==> src/rtl/ram_pkg.sv <==
// Shared constants for the two-requester RAM arbiter.
package ram_pkg;

  localparam int unsigned RAM_DATA_WIDTH = 8;
  localparam int unsigned RAM_ADDR_WIDTH = 8;

  // Ownership FSM encoding
  localparam logic [1:0] ST_IDLE = 2'd0;
  localparam logic [1:0] ST_OWN0 = 2'd1;
  localparam logic [1:0] ST_OWN1 = 2'd2;

  // Requester identifiers, also carried down the read-return pipeline
  localparam logic REQ_ID0 = 1'b0;
  localparam logic REQ_ID1 = 1'b1;

endpackage

==> src/rtl/rr_arb2.sv <==
// Two-way round-robin grant with lock ownership; purely combinational.
module rr_arb2
  import ram_pkg::*;
(
  input  logic [1:0] req_i,
  input  logic       last_i,
  input  logic [1:0] state_i,
  output logic [1:0] gnt_o
);

  // Owner sees only its own request; otherwise the requester not granted last wins a tie
  always_comb begin
    gnt_o = 2'b00;
    case (state_i)
      ST_OWN0: gnt_o[0] = req_i[0];
      ST_OWN1: gnt_o[1] = req_i[1];
      default: begin
        if (&req_i) begin
          gnt_o = (last_i == REQ_ID1) ? 2'b01 : 2'b10;
        end else begin
          gnt_o = req_i;
        end
      end
    endcase
  end

endmodule

==> src/rtl/ram_arbiter.sv <==
// Round-robin arbiter and sequencer in front of a single-port RAM with
// registered RAM-side signals and a fixed-latency, id-steered read return.
module ram_arbiter
  import ram_pkg::*;
#(
  parameter int unsigned DATA_WIDTH = RAM_DATA_WIDTH,
  parameter int unsigned ADDR_WIDTH = RAM_ADDR_WIDTH
) (
  input  logic                  clk,
  input  logic                  rst_n,
  input  logic                  req0,
  input  logic                  lock0,
  input  logic                  we0,
  input  logic [ADDR_WIDTH-1:0] addr0,
  input  logic [DATA_WIDTH-1:0] wdata0,
  output logic                  gnt0,
  output logic                  rvalid0,
  output logic [DATA_WIDTH-1:0] rdata0,
  input  logic                  req1,
  input  logic                  lock1,
  input  logic                  we1,
  input  logic [ADDR_WIDTH-1:0] addr1,
  input  logic [DATA_WIDTH-1:0] wdata1,
  output logic                  gnt1,
  output logic                  rvalid1,
  output logic [DATA_WIDTH-1:0] rdata1,
  output logic                  ram_wren,
  output logic [ADDR_WIDTH-1:0] ram_address,
  output logic [DATA_WIDTH-1:0] ram_data,
  input  logic [DATA_WIDTH-1:0] ram_q
);

  logic [1:0]            arb_gnt;
  logic [1:0]            state_q, state_d;
  logic                  last_q, last_d;

  logic                  acc0, acc1, acc;
  logic                  acc_id, acc_we, acc_lock;
  logic [ADDR_WIDTH-1:0] acc_addr;
  logic [DATA_WIDTH-1:0] acc_wdata;

  logic                  ram_wren_q, ram_wren_d;
  logic [ADDR_WIDTH-1:0] ram_address_q, ram_address_d;
  logic [DATA_WIDTH-1:0] ram_data_q, ram_data_d;

  // Read tag captured at acceptance, then two pipeline stages to match RAM latency
  logic                  tag_vld_q, tag_vld_d;
  logic                  tag_id_q, tag_id_d;
  logic                  s1_vld_q, s1_id_q;
  logic                  s2_vld_q, s2_id_q;

  rr_arb2 u_arb (
    .req_i   ({req1, req0}),
    .last_i  (last_q),
    .state_i (state_q),
    .gnt_o   (arb_gnt)
  );

  // Grants are held low while reset is asserted
  assign gnt0 = arb_gnt[0] & rst_n;
  assign gnt1 = arb_gnt[1] & rst_n;

  // Select the payload of the accepted requester
  always_comb begin
    acc       = 1'b0;
    acc_id    = REQ_ID0;
    acc_we    = we0;
    acc_lock  = lock0;
    acc_addr  = addr0;
    acc_wdata = wdata0;
    acc0      = req0 & gnt0;
    acc1      = req1 & gnt1;
    acc       = acc0 | acc1;
    if (acc1) begin
      acc_id    = REQ_ID1;
      acc_we    = we1;
      acc_lock  = lock1;
      acc_addr  = addr1;
      acc_wdata = wdata1;
    end
  end

  // Next-state: ownership, round-robin pointer, RAM-side registers and read tag
  always_comb begin
    state_d       = state_q;
    last_d        = last_q;
    ram_wren_d    = 1'b0;
    ram_address_d = ram_address_q;
    ram_data_d    = ram_data_q;
    tag_vld_d     = 1'b0;
    tag_id_d      = REQ_ID0;
    if (acc) begin
      ram_wren_d    = acc_we;
      ram_address_d = acc_addr;
      ram_data_d    = acc_wdata;
      last_d        = acc_id;
      tag_vld_d     = ~acc_we;
      tag_id_d      = acc_id;
      if (acc_lock) begin
        state_d = (acc_id == REQ_ID1) ? ST_OWN1 : ST_OWN0;
      end else begin
        state_d = ST_IDLE;
      end
    end
  end

  // State, RAM-side and read-return registers
  always_ff @(posedge clk or negedge rst_n) begin
    if (!rst_n) begin
      state_q       <= ST_IDLE;
      last_q        <= REQ_ID1;
      ram_wren_q    <= 1'b0;
      ram_address_q <= '0;
      ram_data_q    <= '0;
      tag_vld_q     <= 1'b0;
      tag_id_q      <= REQ_ID0;
      s1_vld_q      <= 1'b0;
      s1_id_q       <= REQ_ID0;
      s2_vld_q      <= 1'b0;
      s2_id_q       <= REQ_ID0;
    end else begin
      state_q       <= state_d;
      last_q        <= last_d;
      ram_wren_q    <= ram_wren_d;
      ram_address_q <= ram_address_d;
      ram_data_q    <= ram_data_d;
      tag_vld_q     <= tag_vld_d;
      tag_id_q      <= tag_id_d;
      s1_vld_q      <= tag_vld_q;
      s1_id_q       <= tag_id_q;
      s2_vld_q      <= s1_vld_q;
      s2_id_q       <= s1_id_q;
    end
  end

  assign ram_wren    = ram_wren_q;
  assign ram_address = ram_address_q;
  assign ram_data    = ram_data_q;

  // Steer the returning RAM word to the requester that issued the read
  assign rvalid0 = s2_vld_q & (s2_id_q == REQ_ID0);
  assign rvalid1 = s2_vld_q & (s2_id_q == REQ_ID1);
  assign rdata0  = rvalid0 ? ram_q : '0;
  assign rdata1  = rvalid1 ? ram_q : '0;

endmodule

==> config.mk <==
export PLATFORM = sky130hd
export DESIGN_NAME = ram_arbiter
export DESIGN_NICKNAME = d
export VERILOG_FILES = /design/src/rtl/ram_pkg.sv /design/src/rtl/rr_arb2.sv /design/src/rtl/ram_arbiter.sv
export SDC_FILE = /design/constraint.sdc
export NUM_CORES = 1
export LEC_CHECK = 0
export BUFFER_PORTS_ARGS = -buffer_cell sky130_fd_sc_hd__buf_4
export CORE_MARGIN = 2
export CORE_UTILIZATION = 38
export CTS_CLUSTER_DIAMETER = 100
export DETAILED_ROUTE_END_ITERATION = 12
export PLACE_DENSITY = 0.74
export SLEW_MARGIN = 5
export SYNTH_ARGS = -nofsm -noshare
export SYNTH_HDL_FRONTEND = slang
export SYNTH_SLANG_ARGS = --single-unit
==> constraint.sdc <==
create_clock -name clk -period 1.65 [get_ports clk]
set_input_delay 0.33 -clock clk [delete_from_list [all_inputs] [get_ports clk]]
set_output_delay 0.33 -clock clk [all_outputs]
set_load 0.02 [all_outputs]
### After elaboration in Yosys (flattened, before gate mapping)

Cells that the tools add are included.

| word-level totals | value |
|---|---|
| input port bits | 48 |
| bits in registers | 26 |
| output and inout port bits | 37 |

| operators by class | value |
|---|---|
| reduce and logical (&&, ||, !) cells | 1 |
| bitwise gates (word level) | 9 |
| equal/unequal tests | 2 |
| mux-type cells | 16 |

Operators by type and width:

| cell | count |
|---|---|
| $mux 8 | 4 |
| $mux 2 | 4 |
| $and 1x1->1 | 6 |
| $mux 1 | 6 |
| $pmux 1 s2 | 2 |
| $eq 2x1->1 const B | 1 |
| $eq 2x2->1 const B | 1 |
| $not 1->1 | 2 |
| $reduce_and 2->1 | 1 |
| $or 1x1->1 | 1 |

### Depth between registers and ports, before layout

Gate-level depths: netlist of the first run.

| logic depth | value |
|---|---|
| depth after elaboration | 8 |
| mapped depth | 8 |

### Hierarchy

From an unflattened synthesis of the first run, not the netlist that was laid out.

| unflattened totals | value |
|---|---|
| cell total of the unflattened synthesis | 109 |
| area, all modules | 1298.7 µm² |

Modules (own cells, without submodules):

| module | area each (µm²) | instances | sequential area each (µm²) | cells an instance |
|---|---|---|---|---|
| ram_arbiter | 1239.9 | 1 | 651.9 | 100 |
| rr_arb2 | 58.8 | 1 | 0.0 | 9 |

### Worst setup path after synthesis of the first run

No wires, ideal clock.

| path | value |
|---|---|
| path type | flip-flop to output port |
| start point | register state_q[0] |
| end point | output gnt1 |
| required time | 1.320 ns |
| path buffers | 2 |
| arrival time | 1.507 ns |
| cell stages (with the launch flop) | 8 |
| path slack | -0.187 ns |
| cell sequence | dfrtp_1 -> inv_1 -> ha_1 -> a21bo_1 -> buf_2 -> a21o_1 -> buf_6 -> inv_2 |

| on the way | value |
|---|---|
| longest elaborated chain between the ends | 3 |

RTL lines:

| element | line | RTL |
|---|---|---|
| from (decl) | ram_arbiter.sv:34 | `logic [1:0] state_q, state_d;` |
| from (signal assigned) | ram_arbiter.sv:122 | `state_q <= state_d;` |
| $eq 2x2->1 / $eq 2x1->1 (equally long branches) | rr_arb2.sv:14 | `case (state_i)` |
| $pmux 1 s2 * | rr_arb2.sv:14 |  |
| $and 1x1->1 * | ram_arbiter.sv:61 | `assign gnt1 = arb_gnt[1] & rst_n;` |
| to (decl) | ram_arbiter.sv:24 | `output logic gnt1,` |

Mark *: on every way between the ends. The rest lies on a longest branch, timed or not.

### Final worst setup path of the first run

| path | value |
|---|---|
| start point | register state_q[1] |
| end point | output gnt1 |

The elaborated chain is that of the path after synthesis.

==> results of run 1 <==
synth_stat cells, drive strengths merged:
| cell type | number |
|---|---|
| clkbuf | 9 |
| o211ai | 1 |
| nand2b | 1 |
| dfstp | 1 |
| nor2b | 1 |
| and3b | 1 |
| a21oi | 2 |
| mux2i | 1 |
| ha | 2 |
| dfrtp | 25 |
| nand3 | 17 |
| a211oi | 16 |
| and3 | 9 |
| buf | 6 |
| inv | 4 |
| nor2 | 1 |
| a21o | 1 |
| o211a | 1 |
| or3 | 1 |
| a21bo | 1 |
| mux2 | 2 |
| nand3b | 1 |
| and2 | 9 |
| a31oi | 16 |
| o21ai | 17 |
| nand2 | 3 |
metal layers:
layer  wire [um]  part of all wire  track usage  up-vias
li1            -                 -            -      761
met5           0                 0            0        -
met1        1842              0.36       0.2564      782
met3         467             0.092      0.05035       10
met2        2643              0.52       0.4076       98
met4          96             0.019      0.09574        0
cell type report:
cell class              count  area share
flip-flops and latches     26      0.2488
clock inverters             1     0.01142
repair buffers            114      0.3435
inverters                   4    0.007612
clock buffers               3     0.01570
multi-input cells         104      0.3501
well taps                  48     0.02284
final timing paths:
path | end | slack (ps) | cells past startpoint
min in group clk | tag_vld_q | 240 | 2
max in group asynchronous | ram_data[6] | 920 | 2
hold / removal | ram_address[4] | 30 | 2
hold reg to reg | s2_id_q | 360 | 0
setup / recovery | gnt1 | -280 | 5
setup reg to reg | state_q[1] | -190 | 6
stage by stage:
| stage | TNS, ps | util | hold WS (ps) |
|---|---|---|---|
| 3_5_place_dp | -127.5 | 0.6096 | 164.1 |
| 6_report | -3016 | 0.7294 | 29.31 |
| 5_1_grt | -4134 | 0.7294 | 40.71 |
| 2_1_floorplan | -73.53 | - | 34.41 |
| 4_1_cts | -2750 | 0.6492 | -136.8 |
| 3_3_place_gp | -48.77 | 0.6096 | 167.6 |
what timing repair did:
item / in CTS / in global routing
buffers inserted: 4 / 3
gates resized for setup: 12 / 51
endpoints found under the hold margin: 6 / 6
pin swaps: 2 / 4
endpoints found under the setup margin: 14 / 32
worst max-delay path: cells and delay by family (launching register included):
kind | cells | cell delay [ps]
DFF | 1 | 420
buffers and inverters | 2 | 150
AOI/OAI and AO/OA | 2 | 450
adders and majority gates | 1 | 300
logic make-up (layout without fill, tap and decap cells):
logic type,after synthesis,after routing,synth area share
flops,26,26,0.4673
mux,3,3,0.02332
fa+ha+maj,2,2,0.01793
buf+inv,19,122,0.06278
simple gates,44,44,0.1776
compound gates,55,55,0.2511
state kept, by name, summed over array words and instances (netlist names):
signal / flops
ram_address: 8
ram_data: 8
state_q: 2
last_q: 1
ram_wren: 1
s1_id_q: 1
s1_vld_q: 1
s2_id_q: 1
s2_vld_q: 1
tag_id_q: 1
tag_vld_q: 1
where the power goes:
part / switching (mW) / total, mW / internal [mW]
Clock: 0.215 / 0.540 / 0.325
Sequential: 0.211 / 1.15 / 0.935
Combinational: 1.42 / 2.77 / 1.35
==> results.tsv, run 1 <==
stage	metric	value	unit
timing	Relative slew margins	0.7288	
route	1st-iter DRT viols	61	
clocking	Reg clk slew, reported paths	90	ps
worst_setup_path	Critical Path RT	1320	ps
clocking	TritonCTS clock tree	built	
grt	vias in the first global route	1575	
grt	largest net degree at the start of global routing	17	
place	post-placement cell count	288	
worst_setup_path	Slowest cell on crit path	dfrtp_1	
cells_and_area	design area	2630	um2
logic_synthesis	Synth top area share	0.4484	
worst_setup_path	WS Path Type	reg2out	
route	per-cell routed wire length	16.83	um
place	DPL Wire Length	3.419	mm
clocking	CTS Buffer Depth	2	
route	post-route ant nets	0	
logic_synthesis	Syn. warnings	0	
logic_synthesis	cell taking the most area after synthesis	dfrtp_1	
timing	Fin. Hold Viols	0	
place	# port buffers	84	
floorplanning	Initial Util	0.3869	
timing	post-route clock period utilization	1.168	
worst_setup_path	critical path capture point type	output pin	
route	DRC	0	
logic_synthesis	post-synthesis sequential area ratio	0.4673	
worst_setup_path	crit path from	state_q[1]	
clocking	CTS Buf Count	3	
floorplanning	die area	4172	um2
grt	Overall Global Routing Usage	0.2261	
worst_setup_path	Startpoint Class	flop	
outcome	failing checks	negative setup slack	
logic_synthesis	Mapped Nets	199	
logic_synthesis	Synth area leaders	dfrtp_1 (45%), a211oi_1 (8.6%), a31oi_1 (7.2%), nand3_1 (6.1%), o21ai_0 (6.1%)	
worst_setup_path	worst-path fanout max	5	
route	drt total wl	5.049	mm
outcome	status	finished, violations left	
logic_synthesis	Cells after Synth	149	
cells_and_area	FF+latch area	654.4	um2
timing	final worst setup slack	-276.5	ps
logic_synthesis	Yosys reg bits	26	
timing	Final min period	1926	ps
pwr	P per Cell Area	1693	nW/um2
timing	worst-margin pin slew	404.4	ps
clocking	# H-tree levels	1	
route	via count	1651	
clocking	Skew-Pair Late Insertion Delay	280	ps
worst_setup_path	CP peak stage delay	420	ps
cells_and_area	nets@finish	303	
hold_path	worst hold path type	in2async	
clocking	clk root buf	clkbuf_8	
timing	RSZ-0062 raised after global routing	true	
timing	Fmax achieved	519.1	MHz
floorplanning	Core ar.	3606	um2
route	vias per cell	5.503	
cells_and_area	fill count	275	
cells_and_area	most frequent cells in the layout	buf_4 (105), dfrtp_1 (23), nand3_1 (17)	
pwr	static leakage	1.220	nW
floorplanning	Site Rows	22	
logic_synthesis	Netlist cell types	29	
cells_and_area	area of the multi-input gates	920.9	um2
cells_and_area	Area Overhead vs Synth	88.52	%
floorplanning	I/O Pins	85	
cells_and_area	fin cells	300	
timing	clk_skew	1.372	ps
worst_setup_path	Critical R2R Launch	state_q[1]	
grt	first-pass GRT wire length	7.182	mm
place	DP Worst Slack	-78.65	ps
place	gpl congestion	0.7695	
pwr	maximum vdd drop	0.0008941	V
route	DR pass1 iterations	4	
grt	Congestion Overflow GR	0	
timing	Final Max Tran Viols	0	
worst_setup_path	data arrival time of the worst path	1600	ps
pwr	total power	4.454	mW
floorplanning	Die Y	64.59	um
logic_synthesis	Mean Syn Cell Area	9.363	um2
cells_and_area	share of layout cells above drive strength 1	0.6151	
timing	final setup violation count	23	
place	area post-placement	2198	um2
worst_setup_path	worst path cell trace	ha_4 > a21bo_4 > a21o_4 > clkinv_4 > buf_6	
grt	antenna violations before repair	0	
logic_synthesis	Mapped Area	1395	um2
job	Max-Cap Viols	0	
cells_and_area	commonest non-fill, non-tap cell in the layout	buf_4	
clocking	Clock Sinks	26	
cells_and_area	ant diodes	0	
floorplanning	die width	64.59	um
Power figures use the tool's default switching activity.
==> inputs of run 2 (changes only) <==
Settings changed: HOLD_SLACK_MARGIN set to 0.08.
==> run 2 against run 1 <==
Final area is 0.38% higher; largest power group unchanged; wire length is 2.4% higher; sequential share of layout area is 0.094 points lower; hold slack better by 210 ps; critical endpoint unchanged; the flow still finishes with violations (negative setup slack); via count is 1.8% higher; fmax is 0.75% lower; power is 0.32% higher; critical path depth stayed put; flip-flop and latch count stayed put; sequential power hardly changed; core utilization is 0.28 points higher; non-clock buffer count is 1 higher; highest routed layer unchanged.
==> results.tsv, run 2 (synthesized netlist as in run 1, its figures left out) <==
stage	metric	value	unit
route	vias per cell	5.585	
cells_and_area	nets@finish	304	
timing	RSZ-0062 raised after global routing	true	
place	gpl congestion	0.7695	
route	via count	1681	
worst_setup_path	data arrival time of the worst path	1610	ps
pwr	internal power	2.612	mW
route	WL met2	2.683	mm
cells_and_area	ant diodes	0	
route	drt total wl	5.170	mm
timing	post-route clock period utilization	1.176	
route	post-route ant nets	0	
grt	Congestion Overflow GR	0	
pwr	maximum vdd drop	0.0008991	V
route	top layer in use	met4	
clocking	Skew-Pair Late Insertion Delay	280	ps
route	DR pass1 iterations	4	
pwr	switching power share of the total	0.4153	
pwr	sequential power share	0.257	
timing	final worst setup slack	-291.0	ps
worst_setup_path	WS Path Type	reg2out	
outcome	status	finished, violations left	
worst_setup_path	critical path capture point type	output pin	
floorplanning	Die Y	64.59	um
route	met1 wire length	1.849	mm
grt	vias in the first global route	1579	
timing	final setup violation count	23	
pwr	clock network power share	0.120	
place	DPL Wire Length	3.419	mm
floorplanning	Initial Util	0.3869	
grt	Overall Global Routing Usage	0.2261	
timing	clk_skew	1.760	ps
clocking	# H-tree levels	1	
timing	Final min period	1941	ps
clocking	Clock Sinks	26	
floorplanning	Site Rows	22	
clocking	TritonCTS clock tree	built	
timing	Final Max Tran Viols	0	
grt	largest net degree at the start of global routing	17	
route	1st-iter DRT viols	47	
pwr	Switching Power	1.855	mW
cells_and_area	commonest non-fill, non-tap cell in the layout	buf_4	
clocking	clk root buf	clkbuf_8	
clocking	Reg clk slew, reported paths	90	ps
cells_and_area	Area Overhead vs Synth	89.24	%
worst_setup_path	Critical Path RT	1320	ps
timing	Relative slew margins	0.7246	
timing	Fmax achieved	515.2	MHz
worst_setup_path	worst-path fanout max	5	
pwr	P per Cell Area	1692	nW/um2
route	DRC	0	
cells_and_area	most frequent cells in the layout	buf_4 (105), dfrtp_1 (23), nand3_1 (17)	
outcome	failing checks	negative setup slack	
place	post-placement cell count	288	
timing	Fin. Hold Viols	0	
floorplanning	Core ar.	3606	um2
job	Max-Cap Viols	0	
place	DP Worst Slack	-78.65	ps
pwr	static leakage	1.224	nW
clocking	CTS Buffer Depth	2	
grt	first-pass GRT wire length	7.189	mm
cells_and_area	fin cells	301	
floorplanning	I/O Pins	85	
timing	worst-margin pin slew	410.6	ps
place	# port buffers	84	
hold_path	worst hold path type	in2reg	
worst_setup_path	Startpoint Class	flop	
grt	antenna violations before repair	0	
clocking	CTS Buf Count	3	
route	Routed met3 length	487	um
pwr	Gate power share	0.623	
cells_and_area	share of layout cells above drive strength 1	0.6126	
floorplanning	die area	4172	um2
floorplanning	die width	64.59	um
route	per-cell routed wire length	17.18	um
run 2: cell count changes in the layout (fill, tap and decap cells not counted):
| cell | previous run | this run |
|---|---|---|
| dlygate4sd3_1 | 2 | 3 |
run 2: metal layers:
metal	track usage	up-vias
met5	0	-
met3	0.05035	19
met2	0.4089	107
met4	0.09574	0
met1	0.2553	791
li1	-	764
run 2: worst max-delay path, cell delays in order, from the launching register on:
cell,delay [ps]
dfrtp_1,420
ha_4,300
a21bo_4,230
a21o_4,220
clkinv_4,50
buf_6,100
run 2: through the flow:
step	area, um2	setup TNS, ps	utilization	hold slack, ps	power [mW]
after floorplan	1421	-73.53	-	34.41	2.290
after global placement	2198	-48.77	0.6096	167.6	3.122
after detailed placement	2198	-127.5	0.6096	164.1	3.165
after CTS	2351	-2750	0.6520	-136.8	3.816
after global routing	2640	-4596	0.7321	237.9	4.708
final	2640	-3351	0.7321	241.3	4.468
run 2: worst paths after layout:
check | slack, ps | startpoint | end | cells after the start
setup / recovery | -290 | state_q[1] | gnt1 | 5
hold / removal | 240 | we1 | tag_vld_q | 2
setup reg to reg | -200 | state_q[1] | state_q[1] | 6
hold reg to reg | 360 | s1_id_q | s2_id_q | 0
max in group asynchronous | 770 | rst_n | last_q | 3
min in group asynchronous | 500 | rst_n | ram_data[4] | 2
run 2: repair_timing:
action,CTS,global route
setup buffers,4,3
gates resized for setup,12,51
hold buffers,1,2
endpoints found under the setup margin,14,32
pin swaps,2,4
hold endpoints to repair,12,6
run 2: power by group through the flow:
stage	sequential, mW	combinational, mW	clock [mW]
after floorplan	1.34	0.949	0
after CTS	1.11	2.16	0.539
after global placement	1.11	2.01	0
after global routing	1.19	2.95	0.569
final	1.15	2.78	0.536
after detailed placement	1.12	2.05	0
run 2: layout make-up:
class	count	area, um2
Fill cell	274	965.9
Clock inverter	1	30.03
Tap cell	48	60.06
Sequential cell	26	654.4
Inverter	4	20.02
Timing Repair Buffer	115	913.4
Clock buffer	3	41.29
Multi-Input combinational cell	104	920.9
